<file path="src/rtl/dbus_pkg.sv">
// Shared types and constants for the two-master data-bus arbiter.
package dbus_pkg;

    typedef enum logic [1:0] {
        ST_IDLE   = 2'd0,
        ST_ACCESS = 2'd1,
        ST_DONE   = 2'd2
    } state_t;

    // One-hot bus owner: bit 0 = master 0 (core), bit 1 = master 1 (DMA/debug).
    typedef logic [1:0] gnt_t;

    localparam gnt_t GNT_NONE = 2'b00;
    localparam gnt_t GNT_M0   = 2'b01;
    localparam gnt_t GNT_M1   = 2'b10;

    localparam int TMO_CYC_DEF = 255;

    // Read data returned to a master whose slave never answered.
    localparam logic [31:0] ERR_DATA = 32'hFFFF_FFFF;

endpackage

</file>
<file path="src/rtl/dbus_if.sv">
// Data-bus bundle. The "master" modport is the side that issues transfers
// (the arbiter on the shared bus); the "slave" modport is the side that
// serves them (the arbiter facing each requesting master).
interface dbus_if;
    logic        das;
    logic        drd;
    logic        dwr;
    logic [31:0] daddr;
    logic [31:0] datao;
    logic [2:0]  dlen;
    logic [31:0] datai;
    logic        hlt;
    logic        rdy;

    modport master (
        output das, drd, dwr, daddr, datao, dlen,
        input  datai, rdy
    );

    modport slave (
        input  das, drd, dwr, daddr, datao, dlen,
        output datai, hlt
    );
endinterface

</file>
<file path="src/rtl/dbus_rr_picker.sv">
// Two-way request picker: fixed priority to master 0, or round-robin on a
// tie when RR_EN is set. Holds the last-grant memory.
module dbus_rr_picker
    import dbus_pkg::*;
#(
    parameter int RR_EN = 1
) (
    input  logic clk,
    input  logic res,
    input  logic req0,
    input  logic req1,
    input  logic take,
    output gnt_t pick
);

    // 0 after reset means master 1 was granted last, so master 0 wins first.
    logic last_m0;

    // Choose a winner; on a tie, round-robin favours whoever was not granted last.
    always_comb begin
        pick = GNT_NONE;
        if (req0 && req1) begin
            pick = ((RR_EN != 0) && last_m0) ? GNT_M1 : GNT_M0;
        end else if (req0) begin
            pick = GNT_M0;
        end else if (req1) begin
            pick = GNT_M1;
        end
    end

    // Remember the owner each time a grant is actually taken.
    always_ff @(posedge clk) begin
        if (res) begin
            last_m0 <= 1'b0;
        end else if (take && (pick != GNT_NONE)) begin
            last_m0 <= (pick == GNT_M0);
        end
    end

endmodule

</file>
<file path="src/rtl/dbus_arbiter.sv">
// Arbitrates two data-bus masters onto one shared slave bus, one transfer
// at a time, with a slave-ready timeout that returns error data on reads.
//
// state     | meaning
// ----------+------------------------------------------------------------
// ST_IDLE   | no transfer; pick a winner and latch its request
// ST_ACCESS | shared-bus strobes active, waiting for slave ready/timeout
// ST_DONE   | completion cycle; owner sees HLT low, ERR pulses on timeout
module dbus_arbiter
    import dbus_pkg::*;
#(
    parameter int TMO_CYC = TMO_CYC_DEF,
    parameter int RR_EN   = 1
) (
    input  logic   clk,
    input  logic   res,
    dbus_if.slave  m0,
    dbus_if.slave  m1,
    dbus_if.master s,
    output logic   err,
    output gnt_t   gnt
);

    // Counter value in the ACCESS cycle where it reaches TMO_CYC.
    localparam logic [7:0] TMO_LAST = 8'(TMO_CYC - 1);

    state_t      state;
    state_t      state_nxt;
    gnt_t        pick;
    logic        m0_req;
    logic        m1_req;
    logic        tmo_hit;
    logic        xfer_end;
    logic        lat_rd_only;
    logic [7:0]  cnt;
    logic        lat_drd;
    logic        lat_dwr;
    logic [31:0] lat_daddr;
    logic [31:0] lat_datao;
    logic [2:0]  lat_dlen;
    logic [31:0] m0_datai;
    logic [31:0] m1_datai;

    // A strobe without read or write is not a request and never stalls.
    assign m0_req = m0.das & (m0.drd | m0.dwr);
    assign m1_req = m1.das & (m1.drd | m1.dwr);

    assign tmo_hit     = (cnt == TMO_LAST);
    assign xfer_end    = (state == ST_ACCESS) && (s.rdy || tmo_hit);
    // Read and write together is executed as a write.
    assign lat_rd_only = lat_drd & ~lat_dwr;

    assign s.daddr  = lat_daddr;
    assign s.datao  = lat_datao;
    assign s.dlen   = lat_dlen;
    assign m0.datai = m0_datai;
    assign m1.datai = m1_datai;

    dbus_rr_picker #(
        .RR_EN (RR_EN)
    ) u_picker (
        .clk  (clk),
        .res  (res),
        .req0 (m0_req),
        .req1 (m1_req),
        .take (state == ST_IDLE),
        .pick (pick)
    );

    // State register.
    always_ff @(posedge clk) begin
        if (res) begin
            state <= ST_IDLE;
        end else begin
            state <= state_nxt;
        end
    end

    // Next state, shared-bus strobes and master stalls.
    always_comb begin
        state_nxt = state;
        s.das     = 1'b0;
        s.drd     = 1'b0;
        s.dwr     = 1'b0;
        m0.hlt    = m0_req;
        m1.hlt    = m1_req;
        case (state)
            ST_IDLE: begin
                if (pick != GNT_NONE) begin
                    state_nxt = ST_ACCESS;
                end
            end
            ST_ACCESS: begin
                s.das = 1'b1;
                s.drd = lat_rd_only;
                s.dwr = lat_dwr;
                if (s.rdy || tmo_hit) begin
                    state_nxt = ST_DONE;
                end
            end
            ST_DONE: begin
                state_nxt = ST_IDLE;
                // A reset landing on the completion cycle suppresses it.
                if (!res) begin
                    m0.hlt = m0_req & ~gnt[0];
                    m1.hlt = m1_req & ~gnt[1];
                end
            end
            default: begin
                state_nxt = ST_IDLE;
            end
        endcase
    end

    // Grant, request latch, timeout counter, error pulse and read-data return.
    always_ff @(posedge clk) begin
        if (res) begin
            gnt       <= GNT_NONE;
            cnt       <= 8'd0;
            err       <= 1'b0;
            lat_drd   <= 1'b0;
            lat_dwr   <= 1'b0;
            lat_daddr <= 32'd0;
            lat_datao <= 32'd0;
            lat_dlen  <= 3'd0;
            m0_datai  <= 32'd0;
            m1_datai  <= 32'd0;
        end else begin
            err <= 1'b0;
            case (state)
                ST_IDLE: begin
                    if (pick != GNT_NONE) begin
                        gnt <= pick;
                        cnt <= 8'd0;
                        if (pick == GNT_M0) begin
                            lat_drd   <= m0.drd;
                            lat_dwr   <= m0.dwr;
                            lat_daddr <= m0.daddr;
                            lat_datao <= m0.datao;
                            lat_dlen  <= m0.dlen;
                        end else begin
                            lat_drd   <= m1.drd;
                            lat_dwr   <= m1.dwr;
                            lat_daddr <= m1.daddr;
                            lat_datao <= m1.datao;
                            lat_dlen  <= m1.dlen;
                        end
                    end
                end
                ST_ACCESS: begin
                    cnt <= cnt + 8'd1;
                    if (xfer_end) begin
                        // Ready in the timeout cycle still counts as a normal finish.
                        err <= ~s.rdy;
                        if (lat_rd_only && gnt[0]) begin
                            m0_datai <= s.rdy ? s.datai : ERR_DATA;
                        end
                        if (lat_rd_only && gnt[1]) begin
                            m1_datai <= s.rdy ? s.datai : ERR_DATA;
                        end
                    end
                end
                ST_DONE: begin
                    gnt <= GNT_NONE;
                end
                default: begin
                end
            endcase
        end
    end

endmodule

</file>
<file path="src/flat_wrapper.sv">
// flat-port wrapper written by rule: the top's interface ports become plain ports
module dbus_arbiter_flat import dbus_pkg::*;
#(
    parameter int TMO_CYC = TMO_CYC_DEF,
    parameter int RR_EN   = 1
)
  (clk, res, err, gnt, m0_das, m0_drd, m0_dwr, m0_daddr, m0_datao, m0_dlen, m0_datai, m0_hlt, m1_das, m1_drd, m1_dwr, m1_daddr, m1_datao, m1_dlen, m1_datai, m1_hlt, s_das, s_drd, s_dwr, s_daddr, s_datao, s_dlen, s_datai, s_rdy);
  dbus_if m0_i ();
  dbus_if m1_i ();
  dbus_if s_i ();
  input  logic clk;
  input  logic res;
  output logic err;
  output gnt_t gnt;
  input wire logic [$bits(m0_i.das)-1:0] m0_das;
  input wire logic [$bits(m0_i.drd)-1:0] m0_drd;
  input wire logic [$bits(m0_i.dwr)-1:0] m0_dwr;
  input wire logic [$bits(m0_i.daddr)-1:0] m0_daddr;
  input wire logic [$bits(m0_i.datao)-1:0] m0_datao;
  input wire logic [$bits(m0_i.dlen)-1:0] m0_dlen;
  output wire logic [$bits(m0_i.datai)-1:0] m0_datai;
  output wire logic [$bits(m0_i.hlt)-1:0] m0_hlt;
  input wire logic [$bits(m1_i.das)-1:0] m1_das;
  input wire logic [$bits(m1_i.drd)-1:0] m1_drd;
  input wire logic [$bits(m1_i.dwr)-1:0] m1_dwr;
  input wire logic [$bits(m1_i.daddr)-1:0] m1_daddr;
  input wire logic [$bits(m1_i.datao)-1:0] m1_datao;
  input wire logic [$bits(m1_i.dlen)-1:0] m1_dlen;
  output wire logic [$bits(m1_i.datai)-1:0] m1_datai;
  output wire logic [$bits(m1_i.hlt)-1:0] m1_hlt;
  output wire logic [$bits(s_i.das)-1:0] s_das;
  output wire logic [$bits(s_i.drd)-1:0] s_drd;
  output wire logic [$bits(s_i.dwr)-1:0] s_dwr;
  output wire logic [$bits(s_i.daddr)-1:0] s_daddr;
  output wire logic [$bits(s_i.datao)-1:0] s_datao;
  output wire logic [$bits(s_i.dlen)-1:0] s_dlen;
  input wire logic [$bits(s_i.datai)-1:0] s_datai;
  input wire logic [$bits(s_i.rdy)-1:0] s_rdy;
  assign m0_i.das = m0_das;
  assign m0_i.drd = m0_drd;
  assign m0_i.dwr = m0_dwr;
  assign m0_i.daddr = m0_daddr;
  assign m0_i.datao = m0_datao;
  assign m0_i.dlen = m0_dlen;
  assign m0_datai = m0_i.datai;
  assign m0_hlt = m0_i.hlt;
  assign m1_i.das = m1_das;
  assign m1_i.drd = m1_drd;
  assign m1_i.dwr = m1_dwr;
  assign m1_i.daddr = m1_daddr;
  assign m1_i.datao = m1_datao;
  assign m1_i.dlen = m1_dlen;
  assign m1_datai = m1_i.datai;
  assign m1_hlt = m1_i.hlt;
  assign s_das = s_i.das;
  assign s_drd = s_i.drd;
  assign s_dwr = s_i.dwr;
  assign s_daddr = s_i.daddr;
  assign s_datao = s_i.datao;
  assign s_dlen = s_i.dlen;
  assign s_i.datai = s_datai;
  assign s_i.rdy = s_rdy;
  dbus_arbiter #(.TMO_CYC(TMO_CYC), .RR_EN(RR_EN)) u_core (.clk(clk), .res(res), .m0(m0_i), .m1(m1_i), .s(s_i), .err(err), .gnt(gnt));
endmodule
</file>
<file path="config.mk">
export PLATFORM = sky130hd
export DESIGN_NAME = dbus_arbiter_flat
export DESIGN_NICKNAME = d
export VERILOG_FILES = /design/src/rtl/dbus_pkg.sv /design/src/rtl/dbus_if.sv /design/src/rtl/dbus_rr_picker.sv /design/src/rtl/dbus_arbiter.sv /design/src/flat_wrapper.sv
export SDC_FILE = /design/constraint.sdc
export NUM_CORES = 1
export LEC_CHECK = 0
export BUFFER_PORTS_ARGS = -buffer_cell sky130_fd_sc_hd__buf_2
export CORE_MARGIN = 10
export CORE_UTILIZATION = 49
export CTS_CLUSTER_SIZE = 8
export DETAILED_ROUTE_END_ITERATION = 10
export PLACE_DENSITY = 0.85
export SYNTH_ARGS = -nofsm -noshare
export SYNTH_HDL_FRONTEND = slang
export SYNTH_SLANG_ARGS = --single-unit
</file>
<file path="constraint.sdc">
create_clock -name clk -period 4.3 [get_ports clk]
set_clock_uncertainty 0.2 [all_clocks]
set_input_delay 0.86 -clock clk [delete_from_list [all_inputs] [get_ports clk]]
set_output_delay 0.86 -clock clk [all_outputs]
set_load 0.01 [all_outputs]
</file>
==> impl_metrics.toml <==
[synth]
syn_inst = 693
synth_simple_gate_area_frac = 0.231
synth_edf_count = 0
async_flop_share = 0
synth_ff_type = "dfxtp_1"
synthAdderAreaFrac = 0.00407
synth_warnings = 0
yosysUniqueCellTypes = 44
synth_fp_nets = 870
mappedNetlistArea_um2 = 6150
avgSynthCellArea_um2 = 8.87
muxShareOfSynthArea = 0
yosysSeqAreaShare = 0.479
synth_top_family_by_area = "compound AO/OA/AOI/OAI gates"
ys_ff_latch = 147
synth-compound-area-share = 0.231
synth_xor_area_frac = 0

[detailed_routing]
drt_iter0_markers = 385
wire_per_inst_um = 18.4
via_per_inst = 5.33
antenna_left = 0
vias = 6176
drc_errors = 0
firstDrtPassIters = 4
routed_wl_um = 21300

[clock_tree]
cts_made_buffers = 17
cts-root-buf = "clkbuf_16"
cts_resized = 0
hold_buffers = 0
htree_levels = 4
clockBufferDepth = 2
post_cts_buffers = 0
path_clk_slew_ns = 0.06
cts_sinks = 147
cts_tree = "done"
clk-insertion-delay-late_ns = 0.42

[critical_path]
slowest_stage = "dfxtp_1"
slowest_delay_ns = 0.45
worstSetupEndpointType = "primary output"
arrival_ns = 1.91
critical_path_cell_count = 4
reg2reg_slack_ns = 2.32
startpoint_type = "register"
reg2reg_from = "u_core.u_picker.last_m0"
cp-endpoint = "s_dwr"
crit_required_ns = 3.24
crit_fanout = 10
critPathBufInv = 2
crit_start = "u_core.state[1]"
r2r_cells = 4
reg2reg_to = "u_core.s.daddr[20]"
path_cells = "nand2b_1 > clkinv_1 > and2_1 > buf_2"
path_class = "register to primary output"
critPathTopFamily = "simple AND/OR/NAND/NOR gates"

[sta]
hold_violations = 0
period_needed_ns = 2.97
fin_setup_tns_ns = 0
max_slew_margin = 0.420
final-setup-viol-count = 0
min_period_over_period = 0.690
rsz0062_at_grt = "false"
slew_viol_final = 0
max_freq_ghz = 0.337
worstMarginPinSlew_ns = 0.870

[grt]
antenna_found_initial = 5
grt.overflow.total = 0
grt_pass1_wl_um = 33100
grt_max_degree = 107
grtUsageTotal = 0.233
grt_pass1_vias = 6011

[pwr]
fin_total_pwr_w = 0.00347
cellLeakagePower_nw = 3.94
ir_worst_vdd_uv = 233
p_per_area_nw_per_um2 = 417

[run]
maxCapViolCount = 0

[die]
io_pins = 314
die_area_um2 = 17400
start_util = 0.505
coreArea_um2 = 12200
fp.dieH_um = 132
die_x_um = 132
std_cell_rows = 40

[placed_design]
hpwl_um = 15800
routabilityCongestion = 0.889
port_buffers = 313

[hold_path]
hold_class = "register to register"
hold_start = "u_core.s.daddr[18]"

[finish]
layout_commonest_cell = "buf_2"
drive_gt1_frac = 0.379
area_delta_synth_final_pct = 35.3
nets = 1152
most-common-layout-cells = "312 x buf_2, 147 x dfxtp_1, 142 x nand2_1, 80 x nor2_1, 64 x nor2b_1"

[run_status]
outcome = "finished, final reports clean"
-- cells in the mapped netlist (2+ instances only) --
cell type / count / area, µm²
nand4b_1: 2 / 17.5
a21oi_1: 10 / 50.1
o21ai_0: 5 / 25.0
and2_1: 2 / 12.5
a311oi_1: 60 / 526
nand2b_1: 2 / 12.5
o22a_1: 62 / 543
nor2_1: 80 / 300
a311oi_2: 10 / 150
buf_4: 8 / 60.1
dfxtp_1: 147 / 2940
nand4_1: 5 / 31.3
buf_2: 28 / 140
buf_6: 3 / 33.8
clkbuf_1: 19 / 71.3
nor3_1: 3 / 15.0
nand2_1: 142 / 533
ha_1: 2 / 25.0
buf_1: 3 / 11.3
a31oi_1: 2 / 12.5
and3_1: 2 / 12.5
inv_1: 4 / 15.0
nor2b_1: 64 / 400
a2bb2oi_1: 2 / 17.5
nand3_1: 7 / 35.0
-- layout make-up --
cell class	instances	area [µm²]
antenna	2	5.00
clock inverter	13	135
timing repair buffer	324	1680
tap	168	210
sequential	147	2940
multi-input combinational	480	2890
clock buffer	19	443
fill	1026	3840
inverter	5	18.8
-- state kept, by name, indices dropped and copies added (netlist names) --
signal,cells
u_core.m0.datai,32
u_core.m1.datai,32
u_core.s.daddr,32
u_core.s.datao,32
u_core.cnt,8
u_core.s.dlen,3
u_core.gnt,2
u_core.state,2
u_core.err,1
u_core.lat_drd,1
u_core.lat_dwr,1
u_core.u_picker.last_m0,1
-- logic make-up after synthesis --
kind of cell               after synthesis
AOI/OAI and AO/OA                      163
and+or+nand+nor                        315
DFF                                    147
buffers and inverters                   66
adders and majority gates                2
-- through the flow --
stage / cell area [µm²] / util / setup WS [ns] / cells / hold WS [ns]
floorplan: 6150 / - / 1.73 / 693 / 0.263
detailed placement: 7730 / 0.636 / 1.40 / 1124 / 0.287
finish: 8320 / 0.684 / 1.33 / 1158 / 0.292
global route: 8310 / 0.684 / 1.21 / 1157 / 0.313
CTS: 8310 / 0.683 / 1.36 / 1156 / 0.295
global placement: 7730 / 0.636 / 1.50 / 1124 / 0.283
-- worst min-delay path by stage --
stage | end | slack, ns | cells after the start
2_1_floorplan | u_core.cnt[5] | 0.26 | 1
3_3_place_gp | u_core.s.daddr[26] | 0.28 | 2
3_5_place_dp | u_core.s.daddr[18] | 0.29 | 2
4_1_cts | u_core.s.datao[14] | 0.29 | 2
5_1_grt | u_core.s.datao[3] | 0.31 | 2
6_report | u_core.s.daddr[18] | 0.29 | 2
-- layer usage --
layer  GRT usage  up-vias  share of wire
li1            -     3023              -
met1       0.264     2805           0.38
met2       0.375      306           0.48
met3      0.0903       40           0.10
met4       0.114        2          0.032
met5           0        -        0.00061
-- where the power goes --
| group | internal (W) | switching (W) |
|---|---|---|
| clock | 0.000866 | 0.000565 |
| combinational | 0.000218 | 0.000320 |
| sequential | 0.00145 | 0.0000467 |
| total | 0.00253 | 0.000932 |
-- worst reg2reg max path, delay by kind of cell (launching register included) --
kind / cells / cell delay (ns)
AOI/OAI and AO/OA: 2 / 0.92
DFF: 1 / 0.36
buffers and inverters: 1 / 0.32
and+or+nand+nor: 1 / 0.09
No activity file was read; power rests on OpenSTA's default activity.
